==> src/rtl/sa_mm_sequencer_pkg.sv <==
// Shared types and helpers for the systolic matrix-multiply sequencer.
// State encoding, flat element indexing and the feed-cycle count.
package sa_mm_sequencer_pkg;

    typedef enum logic [2:0] {
        ST_IDLE  = 3'd0,
        ST_CLEAR = 3'd1,
        ST_FEED  = 3'd2,
        ST_DRAIN = 3'd3,
        ST_OUT   = 3'd4
    } state_t;

    // Flat index of element (r,c) in a row-major NxN matrix.
    function automatic int sa_idx(input int r, input int c, input int n);
        return r * n + c;
    endfunction

    // Cycles needed to push every skewed operand into an NxN array.
    function automatic int feed_cycles(input int n);
        return 3 * n - 2;
    endfunction

endpackage

==> src/rtl/sa_mm_sequencer_skew_feeder.sv <==
// Picks the N skewed operands for feed cycle k from a latched NxN matrix.
// COL=0 walks rows (A operand), COL=1 walks columns (B operand).
module sa_mm_sequencer_skew_feeder
    import sa_mm_sequencer_pkg::*;
#(
    parameter int W   = 16,
    parameter int N   = 3,
    parameter int COL = 0,
    parameter int KW  = 4
) (
    input  logic [W*N*N-1:0] mat,
    input  logic [KW-1:0]    k,
    output logic [W*N-1:0]   feed
);

    // Lane i carries element j where i + j == k; lanes outside the wavefront stay zero.
    always_comb begin
        // NOTE: default every combinational output first so no path can infer a latch.
        feed = '0;
        for (int i = 0; i < N; i++) begin
            for (int j = 0; j < N; j++) begin
                if (int'(k) == i + j) begin
                    feed[W*i +: W] = (COL != 0) ? mat[W*sa_idx(j, i, N) +: W]
                                                : mat[W*sa_idx(i, j, N) +: W];
                end
            end
        end
    end

endmodule

==> src/rtl/sa_mm_sequencer.sv <==
// Control path for an external output-stationary NxN PE array: accepts an A/B job,
// streams skewed operands, drains the MAC pipeline and returns the captured C.
module sa_mm_sequencer
    import sa_mm_sequencer_pkg::*;
#(
    parameter int W      = 16,
    parameter int N      = 3,
    parameter int PE_LAT = 1
) (
    input  logic             i_clk,
    input  logic             i_rst_n,
    input  logic             i_en,
    input  logic             i_valid,
    output logic             o_ready,
    input  logic             i_mode,
    input  logic [W*N*N-1:0] i_A,
    input  logic [W*N*N-1:0] i_B,
    output logic [W*N-1:0]   o_a_feed,
    output logic [W*N-1:0]   o_b_feed,
    output logic             o_pe_en,
    output logic             o_pe_clear,
    input  logic [W*N*N-1:0] i_pe_c,
    output logic             o_valid,
    input  logic             i_ready,
    output logic [W*N*N-1:0] o_C,
    output logic             o_busy
);

    localparam int KW = $clog2(3 * N);
    localparam int DW = $clog2(PE_LAT + 1);
    localparam logic [KW-1:0] K_LAST = KW'(feed_cycles(N) - 1);
    localparam logic [DW-1:0] D_LAST = DW'(PE_LAT - 1);

    state_t             state, state_next;
    logic [KW-1:0]      k, k_sel;
    logic [DW-1:0]      drain_cnt;
    logic [W*N*N-1:0]   a_mat, b_mat, c_q;
    logic               mode_q;
    logic [W*N-1:0]     a_feed, b_feed, a_next, b_next;
    logic               feed_done, drain_done;

    assign feed_done  = (k == K_LAST);
    assign drain_done = (drain_cnt == D_LAST);
    // Feeds are registered, so the feeder looks one step ahead of k.
    assign k_sel      = (state == ST_FEED) ? k + 1'b1 : '0;

    sa_mm_sequencer_skew_feeder #(.W(W), .N(N), .COL(0), .KW(KW)) u_feed_a (
        .mat  (a_mat),
        .k    (k_sel),
        .feed (a_next)
    );

    sa_mm_sequencer_skew_feeder #(.W(W), .N(N), .COL(1), .KW(KW)) u_feed_b (
        .mat  (b_mat),
        .k    (k_sel),
        .feed (b_next)
    );

    always_comb begin
        state_next = state;
        case (state)
            ST_IDLE:  if (i_valid) state_next = ST_CLEAR;
            ST_CLEAR: state_next = ST_FEED;
            ST_FEED:  if (i_en && feed_done) state_next = ST_DRAIN;
            ST_DRAIN: if (i_en && drain_done) state_next = ST_OUT;
            ST_OUT:   if (i_ready) state_next = ST_IDLE;
            default:  state_next = ST_IDLE;
        endcase
    end

    always_ff @(posedge i_clk or negedge i_rst_n) begin
        if (!i_rst_n) state <= ST_IDLE;
        else          state <= state_next;
    end

    // Datapath registers; a reset mid-job drops everything so no partial result escapes.
    always_ff @(posedge i_clk or negedge i_rst_n) begin
        if (!i_rst_n) begin
            // NOTE: non-blocking assignments keep every register sampling pre-edge values.
            a_mat     <= '0;
            b_mat     <= '0;
            mode_q    <= 1'b0;
            k         <= '0;
            drain_cnt <= '0;
            a_feed    <= '0;
            b_feed    <= '0;
            c_q       <= '0;
        end else begin
            if (state == ST_IDLE && i_valid) begin
                a_mat  <= i_A;
                b_mat  <= i_B;
                mode_q <= i_mode;
            end
            if (state == ST_CLEAR) begin
                k         <= '0;
                drain_cnt <= '0;
                a_feed    <= a_next;
                b_feed    <= b_next;
            end
            if (state == ST_FEED && i_en) begin
                if (feed_done) begin
                    a_feed <= '0;
                    b_feed <= '0;
                end else begin
                    k      <= k + 1'b1;
                    a_feed <= a_next;
                    b_feed <= b_next;
                end
            end
            if (state == ST_DRAIN && i_en) begin
                if (drain_done) c_q <= i_pe_c;
                else            drain_cnt <= drain_cnt + 1'b1;
            end
        end
    end

    assign o_ready    = (state == ST_IDLE);
    assign o_busy     = (state != ST_IDLE);
    assign o_valid    = (state == ST_OUT);
    assign o_pe_en    = i_en && (state == ST_FEED || state == ST_DRAIN);
    assign o_pe_clear = (state == ST_CLEAR) && !mode_q;
    assign o_a_feed   = a_feed;
    assign o_b_feed   = b_feed;
    assign o_C        = c_q;

endmodule

==> config.mk <==
export PLATFORM = sky130hd
export DESIGN_NAME = sa_mm_sequencer
export DESIGN_NICKNAME = d
export VERILOG_FILES = /design/src/rtl/sa_mm_sequencer_pkg.sv /design/src/rtl/sa_mm_sequencer_skew_feeder.sv /design/src/rtl/sa_mm_sequencer.sv
export SDC_FILE = /design/constraint.sdc
export NUM_CORES = 1
export LEC_CHECK = 0
export CAP_MARGIN = 10
export CORE_AREA = 2 2 268 270
export DETAILED_ROUTE_END_ITERATION = 8
export DIE_AREA = 0 0 270 272
export SLEW_MARGIN = 0
export SYNTH_ARGS = -nofsm -noshare
export SYNTH_HDL_FRONTEND = slang
export SYNTH_SLANG_ARGS = --single-unit
==> constraint.sdc <==
create_clock -name i_clk -period 2.88 [get_ports i_clk]
set_input_delay 0.864 -clock i_clk [delete_from_list [all_inputs] [get_ports i_clk]]
set_output_delay 0.864 -clock i_clk [all_outputs]
set_load 0.005 [all_outputs]
==> key figures <==
Worst setup path
  • Worst R2R Setup Slack: 300 ps
  • Maximum fanout along the worst path: 11
  • Worst Reg-to-Reg Cells: 6
  • Required @ worst endpoint: around 2000 ps
  • Top delay family on crit path: buffers and inverters
  • CP endpoint kind: output port
  • Slowest-stage cell, CP: or3_1
  • Buffers & Inverters on Critical Path: 3
  • Critical path class: reg -> out
  • CP startpoint kind: flop
  • Crit path arrival time: around 1900 ps
  • Worst stage delay on the critical path: 400 ps
  • Crit path depth: 4
  • Worst Setup EP: o_ready
  • CP Cell Sequence: buf_4, or3_1, inv_1, dlygate4sd2_1
  • Setup crit start: state[0]$_DFFE_PN0P_
  • Crit Reg-Reg Startpoint: k[0]$_DFF_PN0_
  • RR Endpoint: o_b_feed[46]$_DFFE_PN0P_

GRT
  • Vias in the first global route: 17,166
  • Largest net degree at the start of global routing: between 80 and 90
  • Gr usage total: 19.51%
  • Antenna violations before repair: 9
  • GRT Residual Overflow: 0
  • First-pass GRT wire length: around 110 mm

Floorplanning
  • Core area: about 0.07 sq mm
  • IO Pins: 683
  • Die W: around 270 um
  • Die span in y: 272 um
  • Starting Density: about a third
  • Row count: 98
  • Full die area: 0.07344 sq mm

Placement
  • DP HPWL: 52.94 mm
  • GPL Wtd Cong: 0.8148
  • Placed cells: 3,128
  • Buffers added on ports: approximately 680

Power and ir drop
  • Comb pwr share: 42.0%
  • P per Cell Area: 1124 mW/mm^2
  • Clk pwr share: between 20% and 30%
  • P_sw: around 12 mW
  • Final Total Pwr: 37.18 mW
  • Worst VDD drop: 0.0007020 V
  • Switching part of the total: 31.95%
  • Flop pwr share: 35.3%
  • Internal: 25.30 mW
  • Leak: 13.65 nW

Clocking
  • Clk root buf: clkbuf_16
  • TritonCTS clock tree: built
  • Htree depth: 3
  • Clk slew on worst S/H paths: ~60 ps
  • # clock sinks: roughly 540
  • Worst-Skew Late Latency: slightly below 600 ps
  • Hold_buf cts: 0
  • Clk buf depth: 3
  • Total CTS buffers: between 60 and 70

STA
  • Final hold violations: 0
  • Min Tclk post-route: 2766 ps
  • Slew margin rel.: between 20% and 30%
  • Period utilisation layout: 96.04%
  • Setup Skew: 26.06 ps
  • Setup Viol. Count Final: 0
  • Fmax: 361.5 MHz
  • RSZ-0062 raised after global routing: false
  • Slew of the pin with the lowest slew margin: 1136 ps
  • Max-slew violations: 0

Synthesis
  • FFs w/ async S/R, synth: 100.0%
  • Mean Syn Cell Area: ~15 sq um
  • Syn_nets: 1,971
  • Area contributors post-synth: dfrtp_1, mux2_2, a2bb2oi_2
  • Main synth FF type: dfrtp_1
  • Yosys warnings: 0
  • Post-synth top area share: approximately three fifths
  • Post-Synthesis Cells: 1,531
  • Sequential area share after synthesis: 59.84%
  • Unique masters post-synth: 53
  • Cell taking the most area after synthesis: dfrtp_1
  • Area of the mapped netlist: around 0.022 sq mm
  • Number of synthesized register bits: between 500 and 600
  • EDFF count, synth: 0

Detailed routing
  • Via count: ~16,000
  • # DRC: 0
  • Drt wl/cell: 22.38 um
  • First-pass DRT Iterations: 4
  • Vias per std cell: 4.821
  • Antenna Nets Post-Route: 0
  • Iter 0 DRT Violations: slightly below 600
  • Routed WL: 72.70 mm

Status
  • Status: finished, final reports clean

Cells and area
  • Post-layout util: 46.74%
  • Area grow syn2layout: 47.26%
  • Multi-input gate area: 0.008418 sq mm
  • Share of cells above drive strength 1: between 30 and 40%
  • Register Area: ~0.013 sq mm
  • Fillers: 6,309
  • Post-layout net count: around 2,700
  • Post-route insts no fill: between 3,000 and 4,000

Hold path
  • HP Class: in -> async

Run
  • Max Cap Viol: 0
power groups by stage:
| stage | combinational (mW) | sequential, mW | clock (mW) |
|---|---|---|---|
| detailed placement | 15.9 | 13.3 | 0 |
| finish | 15.6 | 13.1 | 8.45 |
| global placement | 15.6 | 13.1 | 0 |
| CTS | 16.0 | 13.2 | 8.73 |
| floorplan | 9.11 | 12.9 | 0 |
| global route | 16.8 | 13.6 | 9.03 |
logic make-up after synthesis:
group | Yosys count | share of synthesized area (%)
xor gates and xnor gates | 3 | 0.1170
and+or+nand+nor | 166 | 3.655
muxes | 498 | 24.79
adders and majority gates | 2 | 0.1114
DFF | 537 | 59.84
buffers and inverters | 117 | 2.936
AOI/OAI and AO/OA | 208 | 8.558
sequential cells by signal (all words and copies together), names as in the netlist:
register   cells
o_b_feed      48
o_C          144
state          3
mode_q         1
drain_cnt      1
b_mat        144
k              4
o_a_feed      48
a_mat        144
Yosys cell counts, types with 2 or more instances:
library cell / count
and2_0: 30
buf_6: 10
buf_2: 44
a22o_1: 32
buf_4: 24
ha_1: 2
or3b_1: 2
a2bb2oi_1: 2
a21o_1: 2
and2_1: 4
nand3b_1: 3
o41ai_1: 32
nor3_1: 2
o21ai_2: 30
a21oi_1: 2
nand2b_1: 3
xor2_1: 2
mux2_2: 457
inv_1: 6
nand3_1: 2
a2bb2oi_2: 30
nor2b_1: 2
a221o_1: 32
mux2i_1: 33
nand2_1: 69
nor2_1: 39
clkbuf_1: 32
mux2_1: 8
o21ai_0: 35
dfrtp_1: 537
through the flow:
step | setup WS [ps] | hold WS, ps | TNS [ps] | area (sq um)
floorplan | 49.65 | 458.0 | 0 | 22460
global placement | -404.3 | 464.4 | -26330 | 30840
detailed placement | -384.5 | 466.4 | -19810 | 30840
CTS | 25.84 | 125.5 | 0 | 33060
global route | 12.47 | 142.6 | 0 | 33060
finish | 114.0 | 147.9 | 0 | 33070
how the worst min path moves through the flow:
stage                     depth (start not counted)                      from  slack [ps]                  endpoint
after detailed placement                          2  o_b_feed[15]$_DFFE_PN0P_         470  o_b_feed[15]$_DFFE_PN0P_
after global placement                            2  o_a_feed[11]$_DFFE_PN0P_         460  o_a_feed[11]$_DFFE_PN0P_
final                                             1                   i_rst_n         150    b_mat[124]$_DFFE_PN0P_
after CTS                                         1                   i_rst_n         130    b_mat[124]$_DFFE_PN0P_
after global routing                              1                   i_rst_n         140    b_mat[124]$_DFFE_PN0P_
after floorplan                                   1     a_mat[65]$_DFFE_PN0P_         460     a_mat[65]$_DFFE_PN0P_
worst register-to-register path, cell delays in order, from the launching register on:
cell	delay, ps
dfrtp_2	460
ha_1	250
xor2_1	270
nand4_1	190
nor3b_4	900
buf_12	260
a221o_1	180
cell type report:
| class | instances | share of cell area, % |
|---|---|---|
| diodes | 4 | 0.03027 |
| clock buffers | 93 | 5.732 |
| clock inverters | 23 | 0.9799 |
| inverters | 6 | 0.06810 |
| multi-input cells | 877 | 25.45 |
| flip-flops and latches | 537 | 40.64 |
| well taps | 950 | 3.594 |
| repair buffers | 758 | 23.51 |
cells in the final DEF, fill, tap and decap left out, drive strengths merged, types with 33 or more instances in the layout:
cell type / Yosys / layout
and2: 34 / 34
buf: 79 / 77
o21ai: 66 / 66
nand2: 69 / 69
mux2i: 33 / 33
clkdlybuf4s50: 0 / 676
mux2: 465 / 465
nor2: 39 / 39
dfrtp: 537 / 537
clkbuf: 32 / 93
timing repair:
action	4_1_cts	5_1_grt
buffers inserted	0	0
setup endpoints to repair	5	0
resized for setup	9	0
per-layer routing:
layer | wire (um) | vias to the layer above | GRT usage, %
li1 | - | 6999 | -
met3 | 5043 | 103 | 5.819
met1 | 27980 | 8056 | 22.10
met2 | 37650 | 483 | 35.07
met5 | 105 | - | 0
met4 | 1914 | 16 | 6.345
No activity file was read; power rests on OpenSTA's default activity.
